### src/rtl/ddr4_cmd_tracker.sv
// DDR4 command-bus monitor: decodes CA commands and tracks per-bank open state, open row and tRCD/tRP timing.
// Define DDR4_TRACKER_TRAS_CHECK_EN to add per-bank ACT-to-PRE (tRAS) checking.
module ddr4_cmd_tracker #(
  parameter int RANK_BITS = 1,
  parameter int BG_BITS   = 2,
  parameter int BA_BITS   = 2,
  parameter int ROW_BITS  = 18,
  parameter int TRCD      = 14,
  parameter int TRP       = 14,
  parameter int TRAS      = 32
) (
  input  logic                                        CK_t,
  input  logic                                        RESET_n,
  input  logic                                        CKE,
  input  logic                                        CS_n,
  input  logic                                        ACT_n,
  input  logic                                        RAS_n_A16,
  input  logic                                        CAS_n_A15,
  input  logic                                        WE_n_A14,
  input  logic                                        ADDR_17,
  input  logic [13:0]                                 ADDR,
  input  logic [RANK_BITS-1:0]                        C,
  input  logic [BG_BITS-1:0]                          BG,
  input  logic [BA_BITS-1:0]                          BA,
  output logic                                        cmd_valid,
  output logic [3:0]                                  cmd_code,
  output logic [RANK_BITS-1:0]                        cmd_rank,
  output logic [BG_BITS+BA_BITS-1:0]                  cmd_bank,
  output logic [ROW_BITS-1:0]                         cmd_row,
  output logic                                        err_valid,
  output logic [2:0]                                  err_code,
  output logic [(2**(RANK_BITS+BG_BITS+BA_BITS))-1:0] open_mask
);
  localparam int IW   = RANK_BITS + BG_BITS + BA_BITS;
  localparam int NB   = 2**IW;
  localparam int BPR  = 2**(BG_BITS + BA_BITS);
  localparam int CMAX = (TRCD > TRP) ? TRCD : TRP;
  localparam int CW   = $clog2(CMAX + 1);
  localparam logic [CW-1:0] RCD_LD = CW'(TRCD - 1);
  localparam logic [CW-1:0] RP_LD  = CW'(TRP - 1);
  localparam logic [NB-1:0] RANK0_MASK = {{(NB-BPR){1'b0}}, {BPR{1'b1}}};

  localparam logic [3:0] C_NOP = 4'd0, C_ACT = 4'd1, C_RD = 4'd2, C_WR = 4'd3, C_PRE = 4'd4;
  localparam logic [3:0] C_PREA = 4'd5, C_REF = 4'd6, C_MRS = 4'd7, C_ZQC = 4'd8;
  localparam logic [2:0] E_CLOSED = 3'd1, E_ACT_OPEN = 3'd2, E_TRCD = 3'd3, E_TRP = 3'd4;
  localparam logic [2:0] E_REF = 3'd5, E_TRAS = 3'd6;

  logic                hit;
  logic [3:0]          code;
  logic [IW-1:0]       sel;
  logic [17:0]         addr_full;
  logic [ROW_BITS-1:0] act_row;
  logic [ROW_BITS-1:0] row_out;
  logic [NB-1:0]       rank_mask;
  logic [NB-1:0]       open_q, open_d, close_mask, tras_busy;
  logic [ROW_BITS-1:0] row_q [NB];
  logic [CW-1:0]       cnt_q [NB];
  logic [CW-1:0]       cnt_d [NB];
  logic [2:0]          err_d;

  assign hit       = CKE & ~CS_n;
  assign sel       = {C, BG, BA};
  assign addr_full = {ADDR_17, RAS_n_A16, CAS_n_A15, WE_n_A14, ADDR};
  assign act_row   = addr_full[ROW_BITS-1:0];
  assign rank_mask = RANK0_MASK << {C, {(BG_BITS+BA_BITS){1'b0}}};
  assign open_mask = open_q;

  always_comb begin
    code = C_NOP;
    if (!ACT_n) code = C_ACT;
    else begin
      case ({RAS_n_A16, CAS_n_A15, WE_n_A14})
        3'b000:  code = C_MRS;
        3'b001:  code = C_REF;
        3'b010:  code = ADDR[10] ? C_PREA : C_PRE;
        3'b101:  code = C_RD;
        3'b100:  code = C_WR;
        3'b110:  code = C_ZQC;
        default: code = C_NOP;
      endcase
    end
  end

`ifdef DDR4_TRACKER_TRAS_CHECK_EN
  localparam int TW = $clog2(TRAS + 1);
  localparam logic [TW-1:0] RAS_LD = TW'(TRAS - 1);
  logic [TW-1:0] tras_q [NB];
  logic [TW-1:0] tras_d [NB];

  always_comb begin
    for (int i = 0; i < NB; i++) begin
      tras_busy[i] = (tras_q[i] != '0);
      tras_d[i]    = tras_busy[i] ? tras_q[i] - TW'(1) : '0;
    end
    if (hit && code == C_ACT) tras_d[sel] = RAS_LD;
  end

  always_ff @(posedge CK_t or negedge RESET_n) begin
    if (!RESET_n) for (int i = 0; i < NB; i++) tras_q[i] <= '0;
    else          for (int i = 0; i < NB; i++) tras_q[i] <= tras_d[i];
  end
`else
  logic unused_tras;
  assign tras_busy   = '0;
  assign unused_tras = ^TRAS;
`endif

  // close_mask collects banks that go from open to closed this cycle (PRE, PREA, auto-precharge)
  always_comb begin
    open_d     = open_q;
    close_mask = '0;
    err_d      = 3'd0;
    for (int i = 0; i < NB; i++) cnt_d[i] = (cnt_q[i] != '0) ? cnt_q[i] - CW'(1) : '0;
    if (hit) begin
      case (code)
        C_ACT: begin
          if (open_q[sel])           err_d = E_ACT_OPEN;
          else if (cnt_q[sel] != '0) err_d = E_TRP;
          open_d[sel] = 1'b1;
          cnt_d[sel]  = RCD_LD;
        end
        C_RD, C_WR: begin
          if (!open_q[sel]) err_d = E_CLOSED;
          else begin
            if (cnt_q[sel] != '0) err_d = E_TRCD;
            if (ADDR[10]) close_mask[sel] = 1'b1;
          end
        end
        C_PRE:   close_mask[sel] = open_q[sel];
        C_PREA:  close_mask = open_q & rank_mask;
        C_REF:   if (|(open_q & rank_mask)) err_d = E_REF;
        default: ;
      endcase
      for (int i = 0; i < NB; i++) begin
        if (close_mask[i]) begin
          open_d[i] = 1'b0;
          cnt_d[i]  = RP_LD;
        end
      end
      if (err_d == 3'd0 && |(close_mask & tras_busy)) err_d = E_TRAS;
    end
  end

  always_comb begin
    row_out = '0;
    if (hit && code == C_ACT)                    row_out = act_row;
    else if (hit && (code == C_RD || code == C_WR)) row_out = row_q[sel];
  end

  always_ff @(posedge CK_t or negedge RESET_n) begin
    if (!RESET_n) begin
      open_q    <= '0;
      cmd_valid <= 1'b0;
      cmd_code  <= '0;
      cmd_rank  <= '0;
      cmd_bank  <= '0;
      cmd_row   <= '0;
      err_valid <= 1'b0;
      err_code  <= '0;
      for (int i = 0; i < NB; i++) begin
        row_q[i] <= '0;
        cnt_q[i] <= '0;
      end
    end else begin
      open_q <= open_d;
      for (int i = 0; i < NB; i++) cnt_q[i] <= cnt_d[i];
      if (hit && code == C_ACT) row_q[sel] <= act_row;
      cmd_valid <= hit;
      cmd_code  <= hit ? code : C_NOP;
      cmd_rank  <= hit ? C : '0;
      cmd_bank  <= hit ? {BG, BA} : '0;
      cmd_row   <= row_out;
      err_valid <= (err_d != 3'd0);
      err_code  <= err_d;
    end
  end
endmodule

### config.mk
export PLATFORM = sky130hd
export DESIGN_NAME = ddr4_cmd_tracker
export DESIGN_NICKNAME = d
export VERILOG_FILES = /design/src/rtl/ddr4_cmd_tracker.sv
export SDC_FILE = /design/constraint.sdc
export NUM_CORES = 2
export LEC_CHECK = 0
export BUFFER_PORTS_ARGS = -buffer_cell sky130_fd_sc_hd__buf_2
export CAP_MARGIN = 10
export CORE_MARGIN = 4
export CORE_UTILIZATION = 63
export CTS_CLUSTER_DIAMETER = 150
export CTS_CLUSTER_SIZE = 12
export DETAILED_ROUTE_END_ITERATION = 10
export HOLD_SLACK_MARGIN = 0.1
export PLACE_DENSITY_LB_ADDON = 0.08
export SLEW_MARGIN = 20
export SYNTH_ARGS = -nofsm -noshare
export SYNTH_HDL_FRONTEND = slang
export SYNTH_SLANG_ARGS = --single-unit
export TNS_END_PERCENT = 30
### constraint.sdc
create_clock -name CK_t -period 3.42 [get_ports CK_t]
set_input_delay 0 -clock CK_t [delete_from_list [all_inputs] [get_ports CK_t]]
set_output_delay 0 -clock CK_t [all_outputs]
set_load 0.02 [all_outputs]
# Yosys cells after proc, flatten, opt, wreduce, memory -nomap -nowiden
# Cells that the tools add are included.
[totals]
ff_bits = 768
memories = 0
romBits = 0
output_inout_bits = 64
latchBits = 0
ram_bits = 0
[classes]
multipliers = 0
reduce_logical = 106
n_bitwise = 9
div_mod_pow = 0
shifts = 1
order_cmp = 4
n_addsub = 32
n_mux = 133
eq_ne = 11
[op_table]
columns = ["operator", "n"]
rows = [
  ["$bwmux 576", 1],
  ["$mux 4", 70],
  ["$mux 128", 2],
  ["$reduce_bool 4->1", 33],
  ["$mux 32", 4],
  ["$sub 4x1->4 const B", 32],
  ["$and 32x32->32", 3],
  ["$or 96x96->96", 1],
  ["$pmux 32 s3", 1],
  ["$bmux 18 s5", 1],
  ["$demux 18 s5", 1],
  ["$mux 18", 5],
  ["$reduce_and 2->1", 32],
  ["$reduce_bool 2->1", 32],
  ["$mux 1", 36],
  ["$not 32->32", 1],
  ["$or 32x32->32", 1],
  ["$reduce_or 32->1", 1],
  ["$shl 16x5->32 const A", 1],
  ["$pmux 4 s6", 1],
  ["$bmux 4 s5", 1],
  ["$demux 4 s5", 1],
  ["$eq 4x3->1 const B", 3],
  ["$mux 3", 4],
  ["21 further kinds", 28],
]

# Depth between registers and ports, before layout
[logic_depth]
depth_word = 10
mapped_depth = 10
ltp_nobuf = 6

# Worst setup path before layout
# OpenSTA, ideal clock, no wires.
[synth_timing]
path_type = "register to register"
start = "reg open_q[5], in the netlist open_mask[5]"
end = "reg cnt_q[28] (netlist bit)"
synth_period_minus_slack_ps = 2534
stages_incl_launch_ff = 8
t_required_ps = 3288
setup_slack_ps = 886
arrival_time_ps = 2402
path_cell_list = "dfrtp_1 -> mux4_2 -> a22o_1 -> a2111oi_4 -> nor3_2 -> buf_6 -> a31oi_1 -> o21ai_1"
[synth_rtl]
columns = ["item", "line_no", "rtl"]
rows = [
  ["start: declaration", "55", "logic [NB-1:0] open_q, open_d, close_mask, tras_busy;"],
  ["start signal: assignment", "165", "open_q <= open_d;"],
  ["end signal: indexed assignment", "162", "cnt_q[i] <= '0;"],
  ["end: declaration", "57", "logic [CW-1:0] cnt_q [NB];"],
]

# Final worst setup path
[layout_timing]
start = "in BG[1]"
end = "reg err_code[1]"
[layout_via]
elab_chain_cells = 9
[layout_lines]
columns = ["item", "line_no", "rtl"]
rows = [
  ["start: declaration", "23", "input logic [BG_BITS-1:0] BG,"],
  ["$not 5->6 (implied by the code)", "125", "if (cnt_q[sel] != '0) err_d = E_TRCD;"],
  ["$bmux 4 s5", "125", ""],
  ["$mux 4 (implied by the code) (2 in a row)", "125", ""],
  ["$reduce_bool 4->1", "125", ""],
  ["$mux 2", "125", ""],
  ["$mux 2", "123", "if (!open_q[sel]) err_d = E_CLOSED;"],
  ["$pmux 3 s3 (*)", "115", "case (code)"],
  ["$mux 3 (*)", "114", "if (hit) begin"],
  ["via err_d[1]", "59", "logic [2:0] err_d;"],
  ["end signal: assignment", "174", "err_code <= err_d;"],
  ["end: declaration", "31", "output logic [2:0] err_code,"],
]
# Mark *: on every way through the listed nets, which the timed path passes. The rest lies on a longest branch. The select of a mux whose other input is x is not followed.
# A chain may end at the register's enable or synchronous reset.

==> reports/metrics.json <==
{
  "route": {
    "vias": 23100,
    "firstDrtPassIters": 5,
    "drt_drc_violations_left": 0,
    "vias_per_cell": 6.68,
    "drt-wirelength-per-cell_um": 27.3,
    "detail-route-antenna-nets": 0,
    "detail_route.wirelength_um": 94400,
    "initialDrtViolationCount": 1874
  },
  "timing": {
    "timing_max_transition_violations_final": 0,
    "fmaxAchievable_mhz": 327,
    "period_needed_ps": 3060,
    "setup_repair_after_global_routing_missed_its_margin": "no",
    "max_slew.worst_pin.slew_ps": 947,
    "tns_ps": 0,
    "fin_crit_sh_pct": 89.4,
    "final-hold-violation-count": 0,
    "final.setup.worst_slack_ps": 364,
    "timing.slew.headroom_pct": 36.4,
    "finalSetupViolCount": 0,
    "worst_clock_skew_ps": 19.8
  },
  "cells_and_area": {
    "nets": 2735,
    "sequential_cell_area_um2": 19200,
    "layout.filler_cells": 3748,
    "multi_input_comb_area_um2": 15200,
    "final_core_utilization_pct": 70.9,
    "layout-area-overhead-vs-synth_pct": 11.4,
    "final_area_um2": 39100,
    "post_route_cells_drive_above_1_share_pct": 40.3
  },
  "global_route": {
    "grt_first_pass_wirelength_um": 147000,
    "first_global_vias": 24400,
    "gr-total-overflow": 0,
    "maximum_number_of_pins_on_one_net_before_global_route_repair": 129,
    "track_usage_pct": 32.3,
    "number_of_antenna_violations_at_the_first_check_in_global_routing": 1
  },
  "floorplan": {
    "die-height_um": 244,
    "initial_core_util_pct": 63.6,
    "coreArea_um2": 55200,
    "floorplan.die_area_um2": 59600,
    "fp-row-count": 86,
    "die_x_um": 244,
    "io_pins": 92
  },
  "power": {
    "vdd_ir_drop_max_uv": 417,
    "p_int_mw": 14.6,
    "sw_frac_of_total_pct": 24.6,
    "power_mw": 19.3,
    "seq_power_share_pct": 52.4,
    "total_leakage_power_nw": 18.8,
    "netSwitchingPower_mw": 4.75,
    "pwr_dens_nw_per_um2": 494,
    "combPwrFrac_pct": 10.9,
    "clkPwrFrac_pct": 36.7
  },
  "logic_synthesis": {
    "syn-mean-instance-area_um2": 13.6,
    "yosys.cell_count.top_type": "sky130_fd_sc_hd__dfrtp_1",
    "synth_common_cells": "sky130_fd_sc_hd__dfrtp_1 (768), sky130_fd_sc_hd__mux2_2 (569), sky130_fd_sc_hd__nand2_1 (166)",
    "seq_area_frac_synth_pct": 54.7,
    "number_of_enable_flip_flop_cells_after_synthesis": 0,
    "postSynth.topFlopCell": "sky130_fd_sc_hd__dfrtp_1",
    "synth_cell_types": 65,
    "mappedNetlistNets": 2616,
    "netlist_instances": 2588,
    "synth.top_cells.by_area": "sky130_fd_sc_hd__dfrtp_1 (55%), sky130_fd_sc_hd__mux2_2 (18%), sky130_fd_sc_hd__mux4_2 (10%)",
    "yosys.area.top_type_share_pct": 54.7,
    "synth_top_cell_by_area": "sky130_fd_sc_hd__dfrtp_1",
    "synthesis.yosys.warnings": 0,
    "synthArstFlopShare_pct": 100,
    "yosys_register_bits": 768,
    "synthesis.area_um2": 35100
  },
  "placement": {
    "port_buffers": 91,
    "gpl.final_weighted_congestion": 0.894,
    "place_worst_setup_slack_ps": 557,
    "place_area_um2": 36900,
    "dp_hpwl_um": 59900
  },
  "clock_tree": {
    "clock_latency_ps": 610,
    "htree_num_levels": 3,
    "clock_tree_from_tritoncts": "built",
    "cts.root.buffer_cell": "sky130_fd_sc_hd__clkbuf_16",
    "cts.clk_slew.worst_paths_ps": 60,
    "numCtsBuffers": 73,
    "clock_sink_count": 768,
    "ctsLongestPathBuffers": 3,
    "post-cts-setup-buffer-count": 0
  },
  "setup_path": {
    "crit_type": "in -> reg",
    "crit_arrival_ps": 3590,
    "critical_path.reg2reg.startpoint": "open_mask[5]",
    "reg2reg_depth": 7,
    "r2r-end": "cnt_q[52]",
    "worstPathRequired_ps": 3960,
    "setup.reg_to_reg.worst_slack_ps": 530,
    "worstPathMaxFanout": 22,
    "worst_setup_path_end_kind": "register",
    "setup.worst_path.start_class": "input pin"
  },
  "status": {
    "result_of_the_run": "completed"
  },
  "job": {
    "max_cap_viol_count": 0
  },
  "hold_path": {
    "worstHoldPathType": "in -> async"
  }
}
critical path, stage by stage:
cell and delay (ps):
sky130_fd_sc_hd__dlygate4sd3_1 540, sky130_fd_sc_hd__buf_2 210, sky130_fd_sc_hd__buf_4 350, sky130_fd_sc_hd__nor2b_1 360, sky130_fd_sc_hd__and2_1 520, sky130_fd_sc_hd__a31oi_1 150
sky130_fd_sc_hd__o2111ai_1 490, sky130_fd_sc_hd__o21ai_0 140, sky130_fd_sc_hd__a211oi_1 230, sky130_fd_sc_hd__dlygate4sd3_1 570
sequential cells by signal, summed over array words and instances (netlist names), 3 cells and up:
| signal | flops |
|---|---|
| cmd_code | 4 |
| cmd_row | 18 |
| row_q | 576 |
| cmd_bank | 4 |
| cnt_q | 128 |
| err_code | 3 |
| open_mask | 32 |
metal layers:
layer  GRT usage [%]  part of all wire [%]  vias to the layer above
met4            14.9                   5.1                        0
met5               0                     0                        -
met1            43.2                    40                    12100
li1                -                     -                     9828
met3            6.56                   6.9                      258
met2            51.7                    48                      870
worst max-delay path by stage:
stage / from / endpoint / cells past startpoint
2_1_floorplan: open_mask[5] / cnt_q[28] / 7
3_3_place_gp: open_mask[5] / cnt_q[52] / 7
3_5_place_dp: open_mask[5] / cnt_q[52] / 7
4_1_cts: CS_n / cmd_row[7] / 10
5_1_grt: BG[1] / err_code[1] / 11
6_report: BG[1] / err_code[1] / 10
layout make-up:
cell class | count | area share (%)
repair buffers | 232 | 4.84
flip-flops and latches | 768 | 49.1
diodes | 1 | 0.00639
well taps | 748 | 2.39
clock buffers | 74 | 4.73
inverters | 8 | 0.0767
multi-input cells | 1624 | 38.8
clock inverters | 3 | 0.0863
through the flow:
stage	std cells	hold slack [ps]
after global placement	3346	72.4
final	3458	128
after global routing	3457	143
after detailed placement	3346	78.5
after floorplan	2588	-296
after CTS	3457	101
layout by cell type (no fill, tap or decap), types with 31 or more instances in the layout:
master                            n
sky130_fd_sc_hd__buf_4           87
sky130_fd_sc_hd__mux4_2         156
sky130_fd_sc_hd__or2_2           36
sky130_fd_sc_hd__clkbuf_16       74
sky130_fd_sc_hd__nand3_1         45
sky130_fd_sc_hd__nor3_1          41
sky130_fd_sc_hd__nor3b_1         31
sky130_fd_sc_hd__dlygate4sd3_1   33
sky130_fd_sc_hd__mux2_2         569
sky130_fd_sc_hd__o22ai_1         32
sky130_fd_sc_hd__buf_2           88
sky130_fd_sc_hd__dfrtp_1        768
sky130_fd_sc_hd__nor2_1          95
sky130_fd_sc_hd__a21oi_1         49
sky130_fd_sc_hd__o21ai_0        113
sky130_fd_sc_hd__nand2_1        166
cell families (layout without fill, tap and decap cells):
| logic type | count (synthesis) | after routing | share of synthesized area, % |
|---|---|---|---|
| AND/OR/NAND/NOR | 551 | 551 | 7.87 |
| flip-flops | 768 | 768 | 54.7 |
| multiplexers | 750 | 750 | 29.0 |
| AO/OA/AOI/OAI | 323 | 323 | 6.11 |
| other | 0 | 1 | 0 |
| buffers and inverters | 196 | 317 | 2.33 |
power by group through the flow:
stage               sequential, mW  clock, mW  combinational [mW]
finish                        10.1       7.08                2.10
global route                  10.2       7.58                2.27
CTS                           10.1       7.22                2.11
detailed placement            10.3          0                2.07
global placement              10.2          0                2.00
floorplan                     10.2          0                1.32
timing repair:
item / in CTS / in global routing
resized for setup: 0 / 1
hold buffers: 34 / 0
hold endpoints to repair: 945 / 0
endpoints found under the setup margin: 0 / 1
Note: power is estimated with default switching activity, not from simulation.
